`config.mk`:
```
export PLATFORM = sky130hd
export DESIGN_NAME = uart_word_transmitter_flat
export DESIGN_NICKNAME = d
export VERILOG_FILES = /design/src/rtl/uart_word_transmitter_if.sv /design/src/rtl/uart_word_transmitter.sv /design/src/flat_wrapper.sv
export SDC_FILE = /design/constraint.sdc
export NUM_CORES = 1
export LEC_CHECK = 0
export ABC_AREA = 1
export ABC_CLOCK_PERIOD_IN_PS = 3300
export CORE_UTILIZATION = 59
export CTS_CLUSTER_DIAMETER = 50
export DETAILED_ROUTE_END_ITERATION = 7
export GPL_ROUTABILITY_DRIVEN = 0
export PLACE_DENSITY = 0.95
export SETUP_SLACK_MARGIN = 0.3
export SYNTH_ARGS = -nofsm -noshare
export SYNTH_HDL_FRONTEND = slang
export SYNTH_SLANG_ARGS = --single-unit
export TNS_END_PERCENT = 10
```
`constraint.sdc`:
```
create_clock -name clk -period 3.3 [get_ports clk]
set_input_delay 0.99 -clock clk [delete_from_list [all_inputs] [get_ports clk]]
set_output_delay 0.99 -clock clk [all_outputs]
set_load 0.01 [all_outputs]
```
`src/rtl/uart_word_transmitter_if.sv`:
```
// Word-transmit handshake bundle: requester drives word/start, transmitter returns busy/done and the serial line.
interface uart_word_transmitter_if;
  logic [31:0] TxD_word_data;
  logic        TxD_word_start;
  logic        TxD_busy;
  logic        TxD_word_done;
  logic        TxD;

  modport master (
    output TxD_word_data,
    output TxD_word_start,
    input  TxD_busy,
    input  TxD_word_done,
    input  TxD
  );

  modport slave (
    input  TxD_word_data,
    input  TxD_word_start,
    output TxD_busy,
    output TxD_word_done,
    output TxD
  );
endinterface

```
`src/rtl/uart_word_transmitter.sv`:
```
// Sends a 32-bit word as four back-to-back 8N1 frames, byte [7:0] first; the word takes 40 bit-times.
// Starts are accepted only while idle (busy low); requests made while busy are dropped, not queued.
module uart_word_transmitter #(
  parameter int CLKS_PER_BIT = 434,
  parameter int WORD_BYTES   = 4
) (
  input  logic                    clk,
  input  logic                    rst,
  uart_word_transmitter_if.slave  tx
);

  localparam int CNT_W = (CLKS_PER_BIT > 1) ? $clog2(CLKS_PER_BIT) : 1;
  localparam logic [CNT_W-1:0] CNT_LAST  = CNT_W'(CLKS_PER_BIT - 1);
  localparam logic [1:0]       BYTE_LAST = 2'(WORD_BYTES - 1);

  typedef enum logic [1:0] {IDLE, START, DATA, STOP} state_t;

  state_t           state_q;
  logic [CNT_W-1:0] baud_cnt_q;
  logic [2:0]       bit_idx_q;
  logic [1:0]       byte_idx_q;
  logic [31:0]      shift_q;
  logic             txd_q;
  logic             busy_q;
  logic             done_q;
  logic             bit_end_d;

  assign bit_end_d = (baud_cnt_q == CNT_LAST);

  // The word shifts out LSB first continuously, so byte k's bits are already at
  // shift_q[0] when its frame starts; no byte-select mux is needed.
  always_ff @(posedge clk or posedge rst) begin
    if (rst) begin
      state_q    <= IDLE;
      baud_cnt_q <= '0;
      bit_idx_q  <= '0;
      byte_idx_q <= '0;
      shift_q    <= '0;
      txd_q      <= 1'b1;
      busy_q     <= 1'b0;
      done_q     <= 1'b0;
    end else begin
      done_q <= 1'b0;
      if (state_q == IDLE) begin
        if (tx.TxD_word_start) begin
          shift_q    <= tx.TxD_word_data;
          byte_idx_q <= '0;
          bit_idx_q  <= '0;
          baud_cnt_q <= '0;
          txd_q      <= 1'b0;
          busy_q     <= 1'b1;
          state_q    <= START;
        end
      end else begin
        baud_cnt_q <= bit_end_d ? '0 : baud_cnt_q + 1'b1;
        if (bit_end_d) begin
          case (state_q)
            START: begin
              txd_q     <= shift_q[0];
              shift_q   <= {1'b0, shift_q[31:1]};
              bit_idx_q <= '0;
              state_q   <= DATA;
            end
            DATA: begin
              if (bit_idx_q == 3'd7) begin
                txd_q   <= 1'b1;
                state_q <= STOP;
              end else begin
                txd_q     <= shift_q[0];
                shift_q   <= {1'b0, shift_q[31:1]};
                bit_idx_q <= bit_idx_q + 3'd1;
              end
            end
            STOP: begin
              if (byte_idx_q == BYTE_LAST) begin
                busy_q  <= 1'b0;
                done_q  <= 1'b1;
                state_q <= IDLE;
              end else begin
                byte_idx_q <= byte_idx_q + 2'd1;
                txd_q      <= 1'b0;
                state_q    <= START;
              end
            end
            default: state_q <= IDLE;
          endcase
        end
      end
    end
  end

  assign tx.TxD           = txd_q;
  assign tx.TxD_busy      = busy_q;
  assign tx.TxD_word_done = done_q;

endmodule
```
`src/flat_wrapper.sv`:
```
// flat-port wrapper written by rule: the top's interface ports become plain ports
module uart_word_transmitter_flat 
#(
  parameter int CLKS_PER_BIT = 434,
  parameter int WORD_BYTES   = 4
)
  (clk, rst, tx_TxD_word_data, tx_TxD_word_start, tx_TxD_busy, tx_TxD_word_done, tx_TxD);
  uart_word_transmitter_if tx_i ();
  input  logic clk;
  input  logic rst;
  input wire logic [$bits(tx_i.TxD_word_data)-1:0] tx_TxD_word_data;
  input wire logic [$bits(tx_i.TxD_word_start)-1:0] tx_TxD_word_start;
  output wire logic [$bits(tx_i.TxD_busy)-1:0] tx_TxD_busy;
  output wire logic [$bits(tx_i.TxD_word_done)-1:0] tx_TxD_word_done;
  output wire logic [$bits(tx_i.TxD)-1:0] tx_TxD;
  assign tx_i.TxD_word_data = tx_TxD_word_data;
  assign tx_i.TxD_word_start = tx_TxD_word_start;
  assign tx_TxD_busy = tx_i.TxD_busy;
  assign tx_TxD_word_done = tx_i.TxD_word_done;
  assign tx_TxD = tx_i.TxD;
  uart_word_transmitter #(.CLKS_PER_BIT(CLKS_PER_BIT), .WORD_BYTES(WORD_BYTES)) u_core (.clk(clk), .rst(rst), .tx(tx_i));
endmodule
```
Word level (Yosys, flattened, before mapping):

Cells that the tools add are included.

* flip-flop bits (word level): 51
* input bits: 35

* eq/ne operators: 11
* muxes and demuxes: 39
* add/sub/neg operators: 3
* reductions and logical operators: 11

Operator list (count)
* two-way mux 32 bit: 4
* one-hot mux 32 bit (2 select lines): 1
* two-way mux 9 bit: 3
* two-way mux 2 bit: 9
* AND reduction 4 bit: 4
* two-way mux 1 bit: 15
* two-way mux 3 bit: 4
* adder 9 x 1 -> 9 bit (second input constant): 1
* equality test 9 bit (second input constant): 1
* equality test 2 bit (second input constant): 3
* != test 3 x 2 -> 1 bit (second input constant): 2
* one-hot mux 2 bit (3 select lines): 1
* one-hot mux 3 bit (2 select lines): 1
* nonzero test 2 bit: 3
* nonzero test 4 bit: 1
* adder 3 x 1 -> 3 bit (second input constant): 1
* equality test 3 bit (second input constant): 1
* != test 3 x 1 -> 1 bit (second input constant): 1
* one-hot mux 1 bit (3 select lines): 1
* AND reduction 3 bit: 1
* nonzero test 3 bit: 1
* adder 2 x 1 -> 2 bit (second input constant): 1
* equality test 2 x 1 -> 1 bit (second input constant): 1
* logical NOT 2 bit: 1
* 2 further kinds: 2

Depth between registers and ports, before layout:

Gate-level depths: netlist of the first run.

* word-level depth: 5
* gate-level depth with buffers: 10

Worst setup path before layout of the first run:

Ideal clock, no wire load.

* path kind: input-to-reg
* start point: input port tx_TxD_word_start
* end point: register u_core.bit_idx_q[0]
* stages on the path: 6
* data required time: 3.234 ns
* arrival: 1.695 ns
* path slack: 1.539 ns
* buffers on the path: 1
* cell sequence: nor2_2 -> inv_2 -> nand3_2 -> buf_2 -> nand2_1 -> nand2_1

* longest elaborated chain between the ends: 2

Ends and longest elaborated chain
* start, declared: line flat_wrapper.sv:12 `input wire logic [$bits(tx_i.TxD_word_start)-1:0] tx_TxD_word_start;`
* != test 2 bit (no line)
* AND reduction 4 bit (no line)
* end signal, assigned: line uart_word_transmitter.sv:71 `bit_idx_q <= bit_idx_q + 3'd1;`
* end, declared: line uart_word_transmitter.sv:20 `logic [2:0] bit_idx_q;`

No other way between the ends.
A chain may end at the register's enable or synchronous reset.

Worst setup path in the final report of the first run:

* start point: input port tx_TxD_word_start
* end point: register u_core.bit_idx_q[1]

The elaborated chain is that of the path after synthesis.

==> results of run 1 <==
-- cell type report --
cell class,count,share of cell area
multi-input combinational,305,0.418
clock buffer,6,0.0251
clock inverter,2,0.00418
timing repair buffer,43,0.126
inverter,17,0.0194
tap,52,0.0197
sequential,51,0.388
-- stage by stage --
stage                util  hold WS (ns)
floorplan               -         0.442
global placement    0.715         0.454
detailed placement  0.715         0.460
CTS                 0.736         0.479
global route        0.736         0.499
finish              0.736         0.480
-- per-layer routing --
| layer | routed length (um) | up-vias | global-route usage |
|---|---|---|---|
| met1 | 2570 | 1209 | 0.323 |
| met4 | 123 | 0 | 0.0911 |
| met2 | 2950 | 89 | 0.457 |
| li1 | - | 1288 | - |
| met3 | 353 | 15 | 0.0342 |
| met5 | 0 | - | 0 |
-- state kept, by name, indices dropped and copies added, names as in the netlist --
| signal | cells |
|---|---|
| u_core.bit_idx_q | 3 |
| u_core.shift_q | 32 |
| u_core.tx.TxD_busy | 1 |
| u_core.state_q | 2 |
| u_core.baud_cnt_q | 9 |
| u_core.tx.TxD_word_done | 1 |
| u_core.byte_idx_q | 2 |
| u_core.tx.TxD | 1 |
-- Yosys cell counts --
cell type	number
dfstp_2	1
nor3_1	1
or2_2	1
o211ai_1	1
o22ai_1	3
nor2_2	1
buf_1	1
nand3_1	53
inv_2	2
clkbuf_1	6
buf_2	13
ha_1	10
a21oi_1	4
xnor2_1	1
nand3_2	1
inv_1	15
nand2_1	204
xor2_1	2
o21bai_1	2
o21ai_0	7
dfrtp_1	50
a31oi_4	1
nor2_1	13
-- critical path, cell delays in order --
cell             delay (ns)
clkdlybuf4s50_1        0.49
nor2_2                 0.08
inv_2                  0.14
nand3_2                0.58
nand2_1                0.26
nand2_1                0.08
-- cells in the final DEF (no fill, tap or decap), types with 2 or more instances in the layout --
cell type / n
nand2_1: 204
nand3_1: 53
dfrtp_1: 50
clkdlybuf4s50_1: 37
inv_1: 14
nor2_1: 13
ha_1: 10
o21ai_0: 7
clkbuf_8: 6
buf_4: 6
a21oi_1: 4
inv_2: 3
o22ai_1: 3
xor2_1: 2
o21bai_1: 2
-- final timing paths --
| check | start | to | slack (ns) | cells after the start |
|---|---|---|---|---|
| max | tx_TxD_word_start | u_core.bit_idx_q[1] | 0.86 | 6 |
| min reg2reg | u_core.shift_q[23] | u_core.shift_q[23] | 0.48 | 2 |
| max reg2reg | u_core.state_q[0] | u_core.bit_idx_q[1] | 0.96 | 8 |
| max in group asynchronous | rst | u_core.baud_cnt_q[4] | 1.68 | 3 |
| min in group asynchronous | rst | u_core.shift_q[14] | 1.01 | 2 |
| min | u_core.shift_q[23] | u_core.shift_q[23] | 0.48 | 2 |
-- logic make-up after synthesis --
logic type                 Yosys count  synth area share
buffers and inverters               37            0.0552
and+or+nand+nor                    274             0.394
DFF                                 51             0.455
adders and majority gates           10            0.0445
AOI/OAI and AO/OA                   18            0.0419
xor gates and xnor gates             3           0.00936
-- power by group --
group	internal (W)	total [W]	switching [W]
sequential	0.000821	0.000949	0.000128
clock	0.000172	0.000371	0.000200
combinational	0.000386	0.00117	0.000781
==> results.md, run 1 <==
* Outcome: finished with violations
* Failing checks: design-rule violations
* Fin area at roughly 3300 um2
* Later-pin clock latency in the skew report at 0.30 ns
* DPL Wire Length at ~4.1 mm
* Num CTS Buffers at 5
* Vias in the first global route at 2415
* Mapped Area at ~2800 um2
* # IOs at 38
* H-Tree Depth at 2
* CTS root buf: clkbuf_8
* Initial antenna violation count at 0
* Layout Cells excl Fill at 476
* RSZ-0062 raised after global routing: no
* # nets final at approximately 470
* Multi-input gate area at approximately 1400 um2
* Post-synthesis cell count at between 300 and 400
* 1st-pass router iterations at 7
* Initial Util at 0.628
* Rows at 24
* Buffer count from post-CTS setup fixing at 0
* Crit end category: flop
* Cell taking the most area after synthesis: dfrtp_1
* Antenna Violating Nets Remaining at 0
* Synth area leaders: dfrtp_1, nand2_1, nand3_1
* # diodes at 0
* Slew HR at 0.523
* Critical Path Start Type: input pin
* Share of cells above drive strength 1 at 0.0519
* Maximum vdd ir drop at about 0.35 mV
* Synth cell types at 23
* Min cycle time layout at 2.44 ns
* Iter 0 DRT Violations at 271
* Worst-margin pin slew at between 0.7 and 0.8 ns
* Peak fanout along the critical path at 35
* Number of synthesized register bits at 51
* Seq/Total Area, Yosys at 0.455
* Tot Pwr at approximately 0.0025 W
* Hold WC Path Type: reg -> reg
* Routed WL per cell at about 13 um
* Die width at 71 um
* Worst Path Required at roughly 3.5 ns
* Register Area at around 1300 um2
* Net Count, Synth at roughly 440
* MaxCap Viol Count at 0
* Port Buf Inserts at 37
* Residual DRC at 2
* Core ar. at between 4000 and 5000 um2
* Post-Route WL at ~6.0 mm
* Avg Cell Area, Syn at ~7 um2
* YS warnings at 0
* Final setup fails at 0
* Hold-fix buffers, CTS at 0
* Global-route wire length before repair at 10.3 mm
* DIE AREA at around 5000 um2
* Final worst path period share at 0.741
* Grt ovf at 0
* DP Area at ~3200 um2
* Post-CTS resize count at 0
* Pre-CTS setup slack at roughly 0.55 ns
* Area Growth Syn to Fin at 17.3%
* Final Worst Setup Slack at 0.855 ns
* Final Max Slew Viols at 0
* Gr usage total at 0.257
* Clk buf depth at 2
* Crit Path Class: in -> reg
* Synth top area share at 0.445
* Pleak at around 1.8 nW
* Clk slew on worst S/H paths at roughly 0.090 ns
* Placed Cells at approximately 470
* Sum Neg Setup Slack at 0 ns
* Fillers at ~320
* Routed vias at around 2600
* CTS tree: built
* FMAX at 409 MHz
* CTS Sinks at 51
* Hold Vio Cnt, Final at 0
* Via/cell ratio at roughly 5.5
* Largest net degree at the start of global routing at 42
* Die H at between 70 and 80 um
* Worst Skew at 0.0135 ns
* P per Cell Area at about 750 nW/um2
* CP arrival at 2.64 ns
(Power assumes the default switching activity.)
==> run 2, diff against run 1 <==
--- a/config.mk
+++ b/config.mk
@@ -6,12 +6,12 @@
 export NUM_CORES = 1
 export LEC_CHECK = 0
 export ABC_AREA = 1
-export ABC_CLOCK_PERIOD_IN_PS = 3300
-export CORE_UTILIZATION = 59
+export ABC_CLOCK_PERIOD_IN_PS = 2300
+export CORE_UTILIZATION = 55
 export CTS_CLUSTER_DIAMETER = 50
 export DETAILED_ROUTE_END_ITERATION = 7
 export GPL_ROUTABILITY_DRIVEN = 0
-export PLACE_DENSITY = 0.95
+export PLACE_DENSITY = 0.91
 export SETUP_SLACK_MARGIN = 0.3
 export SYNTH_ARGS = -nofsm -noshare
 export SYNTH_HDL_FRONTEND = slang
==> constraint.sdc (replaced) <==
create_clock -name clk -period 2.3 [get_ports clk]
set_input_delay 0.69 -clock clk [delete_from_list [all_inputs] [get_ports clk]]
set_output_delay 0.69 -clock clk [all_outputs]
set_load 0.01 [all_outputs]
==> results.md, run 2 (same netlist as run 1, synthesis figures left out) <==
* Largest register by flop count: u_core.shift_q
* Final setup fails at 0 (unchanged)
* Clk pwr share at 0.171 (+0.022)
* Via/cell ratio at 5.31 (-2.9%)
* Core Util, Final at 0.708 (-0.0282)
* Worst-margin pin slew at 0.469 ns (-0.246 ns)
* CTS Sinks at 51 (unchanged)
* Worst Setup SP: u_core.state_q[1]
* Fillers at 372 (+18%)
* Routed vias at 2633 (+1.2%)
* Met2 GRT Util at 0.467 (+0.00961)
* Core ar. at 4820 um2 (+7.7%)
* Most common cell after layout, fill and taps aside: nand2_1
* CTS root buf: clkbuf_8
* Max FFs per register at 32 (unchanged)
* M1 GR Usage at 0.318 (-0.00575)
* Cell depth of the worst setup path at 9 (+3)
* GR peak layer: met2
* Buffer count from post-CTS setup fixing at 0 (unchanged)
* Crit end category: flop
* P per Cell Area at 1120 nW/um2 (+48%)
* Port Buf Inserts at 37 (unchanged)
* CP most frequent cell: nand2_1
* RR Startpoint: u_core.state_q[1]
* Area Growth Syn to Fin at 21.4%
* MaxCap Viol Count at 0 (unchanged)
* Die H at 73.5 um (+3.5%)
* Share of cells above drive strength 1 at 0.0676 (+0.0157)
* Worst Skew at 0.0130 ns (-0.000512 ns)
* Gr usage total at 0.265 (+0.00741)
* Routed WL per cell at 12.7 um (+1.2%)
* Min-delay src: u_core.tx.TxD
* Rows at 25 (+4.2%)
* Die width at 73.5 um (+3.5%)
* CP max-delay cell: dfrtp_1
* Peak fanout along the critical path at 16 (-54%)
* Final worst path period share at 0.858
* Crit Path Class: reg -> reg
* FMAX at between 500 and 600 MHz
* RSZ-0062 raised after global routing: yes
* Crit-path cells: inv_1 > ha_1 > inv_4 > buf_6 > nand2_1 > or2_2 > nand3_1 > nand2_1 > nand2_1
* 1st-pass router iterations at 4 (-3)
* Critical Path Start Type: flop
* Maximum vdd ir drop at 0.521 mV (+47%)
* Min cycle time layout at around 2.0 ns
* CP arrival at 2.22 ns (-0.42 ns)
* Switching Fraction at 0.430 (-0.0163)
* Top delay family on crit path: simple AND/OR/NAND/NOR gates
* M3 GR Usage at 0.0549 (+0.0207)
* # diodes at 0 (unchanged)
* Final Max Slew Viols at 0 (unchanged)
* Global-route wire length before repair at 10.8 mm (+5.2%)
* Outcome: completed
* R2R cell count at 9 (+1)
* Combinational share of power at 0.471 (+0.002)
* # IOs at 38 (unchanged)
* Flop pwr share at 0.358 (-0.023)
* H-Tree Depth at 2 (unchanged)
* Hold WC Path Type: reg -> reg
* Grt ovf at 0 (unchanged)
* Worst Path Required at 2.55 ns (-0.94 ns)
* DPL Wire Length at 4.31 mm (+5.0%)
* Vias in the first global route at 2503 (+3.6%)
* Clk buf depth at 2 (unchanged)
* CTS tree: built
* Hold Vio Cnt, Final at 0 (unchanged)
* Post-Route WL at 6.32 mm (+5.4%)
* DIE AREA at 5400 um2 (+7.1%)
* Later-pin clock latency in the skew report at 0.32 ns (+0.02 ns)
* Pleak at 1.82 nW (+2.7%)
* Antenna Violating Nets Remaining at 0 (unchanged)
* Num CTS Buffers at 5 (unchanged)
* Clk slew on worst S/H paths at 0.09 ns (about the same)
* Initial antenna violation count at 0 (unchanged)
* Sum Neg Setup Slack at 0 ns (unchanged)
* Largest net degree at the start of global routing at 41 (-2.4%)
* Psw at 0.00164 W (+48%)
* Cell Int Power at 0.00217 W (+58%)
* CP peak stage delay at 0.45 ns (-0.13 ns)
* Largest regs: u_core.shift_q: 32 flops, u_core.baud_cnt_q: 9 flops, u_core.bit_idx_q: 3 flops
* CP bufs+invs at 3 (+1)
* Residual DRC at 0 (-2)
* Hold-fix buffers, CTS at 0 (unchanged)
* Initial Util at 0.583 (-0.0447)
* Worst Hold Depth at 2 (unchanged)
* Most frequent cells in the layout: nand2_1, nand3_1, dfrtp_1
* # nets final at 473 (+1.1%)
* Slew HR at 0.687 (+0.164)
* Iter 0 DRT Violations at 258 (-4.8%)
-- run 2: cell types whose count changed in the layout (fill, tap and decap cells not counted), sizes merged --
cell           previous run  this run
buf                       6        11
bufinv                    0         1
clkdlybuf4s50            37        36
dlygate4sd2               0         1
inv                      18        17
-- run 2: worst min-delay path: cells and delay by family (launching register included) --
kind | cells | cell delay [ns]
flops | 1 | 0.38
simple gates | 2 | 0.10
-- run 2: final cells by class --
type | count | area [um2] | share of cell area
tap | 67 | 83.8 | 0.0246
clock buffer | 6 | 82.6 | 0.0242
clock inverter | 2 | 35.0 | 0.0103
inverter | 17 | 66.3 | 0.0194
sequential | 51 | 1280 | 0.375
multi-input combinational | 305 | 1380 | 0.406
timing repair buffer | 48 | 480 | 0.141
-- run 2: path summary, 6_finish.rpt --
| path | to | slack [ns] |
|---|---|---|
| min reg2reg | u_core.tx.TxD | 0.48 |
| max | u_core.state_q[1] | 0.33 |
| min in group asynchronous | u_core.shift_q[14] | 0.69 |
| min | u_core.tx.TxD | 0.48 |
| max reg2reg | u_core.state_q[1] | 0.33 |
| max in group asynchronous | u_core.baud_cnt_q[8] | 1.10 |
-- run 2: per-layer routing --
layer | vias to the layer above | share of wire
met1 | 1229 | 0.41
li1 | 1306 | -
met5 | - | 0
met4 | 0 | 0.014
met3 | 7 | 0.057
met2 | 91 | 0.52
-- run 2: repair_timing --
action / CTS / global route
setup endpoints to repair: 3 / 41
hold endpoints to repair: 0 / 0
pin swaps: 0 / 0
gates resized for setup: 1 / 8
-- run 2: power by group through the flow --
stage	sequential [W]	clock, W	combinational, W
after global placement	0.00136	0	0.00165
after CTS	0.00136	0.000665	0.00173
final	0.00136	0.000653	0.00179
after floorplan	0.00133	0	0.00129
after global routing	0.00139	0.000701	0.00204
after detailed placement	0.00137	0	0.00172
-- run 2: stage by stage --
step	worst slack (ns)	hold slack, ns	instances	area, um2	total power, W
floorplan	0.382	0.442	393	2810	0.00262
global placement	0.312	0.452	488	3270	0.00301
detailed placement	0.217	0.459	488	3270	0.00309
CTS	0.245	0.481	496	3380	0.00375
global route	0.263	0.504	496	3410	0.00413
finish	0.327	0.477	496	3410	0.00381
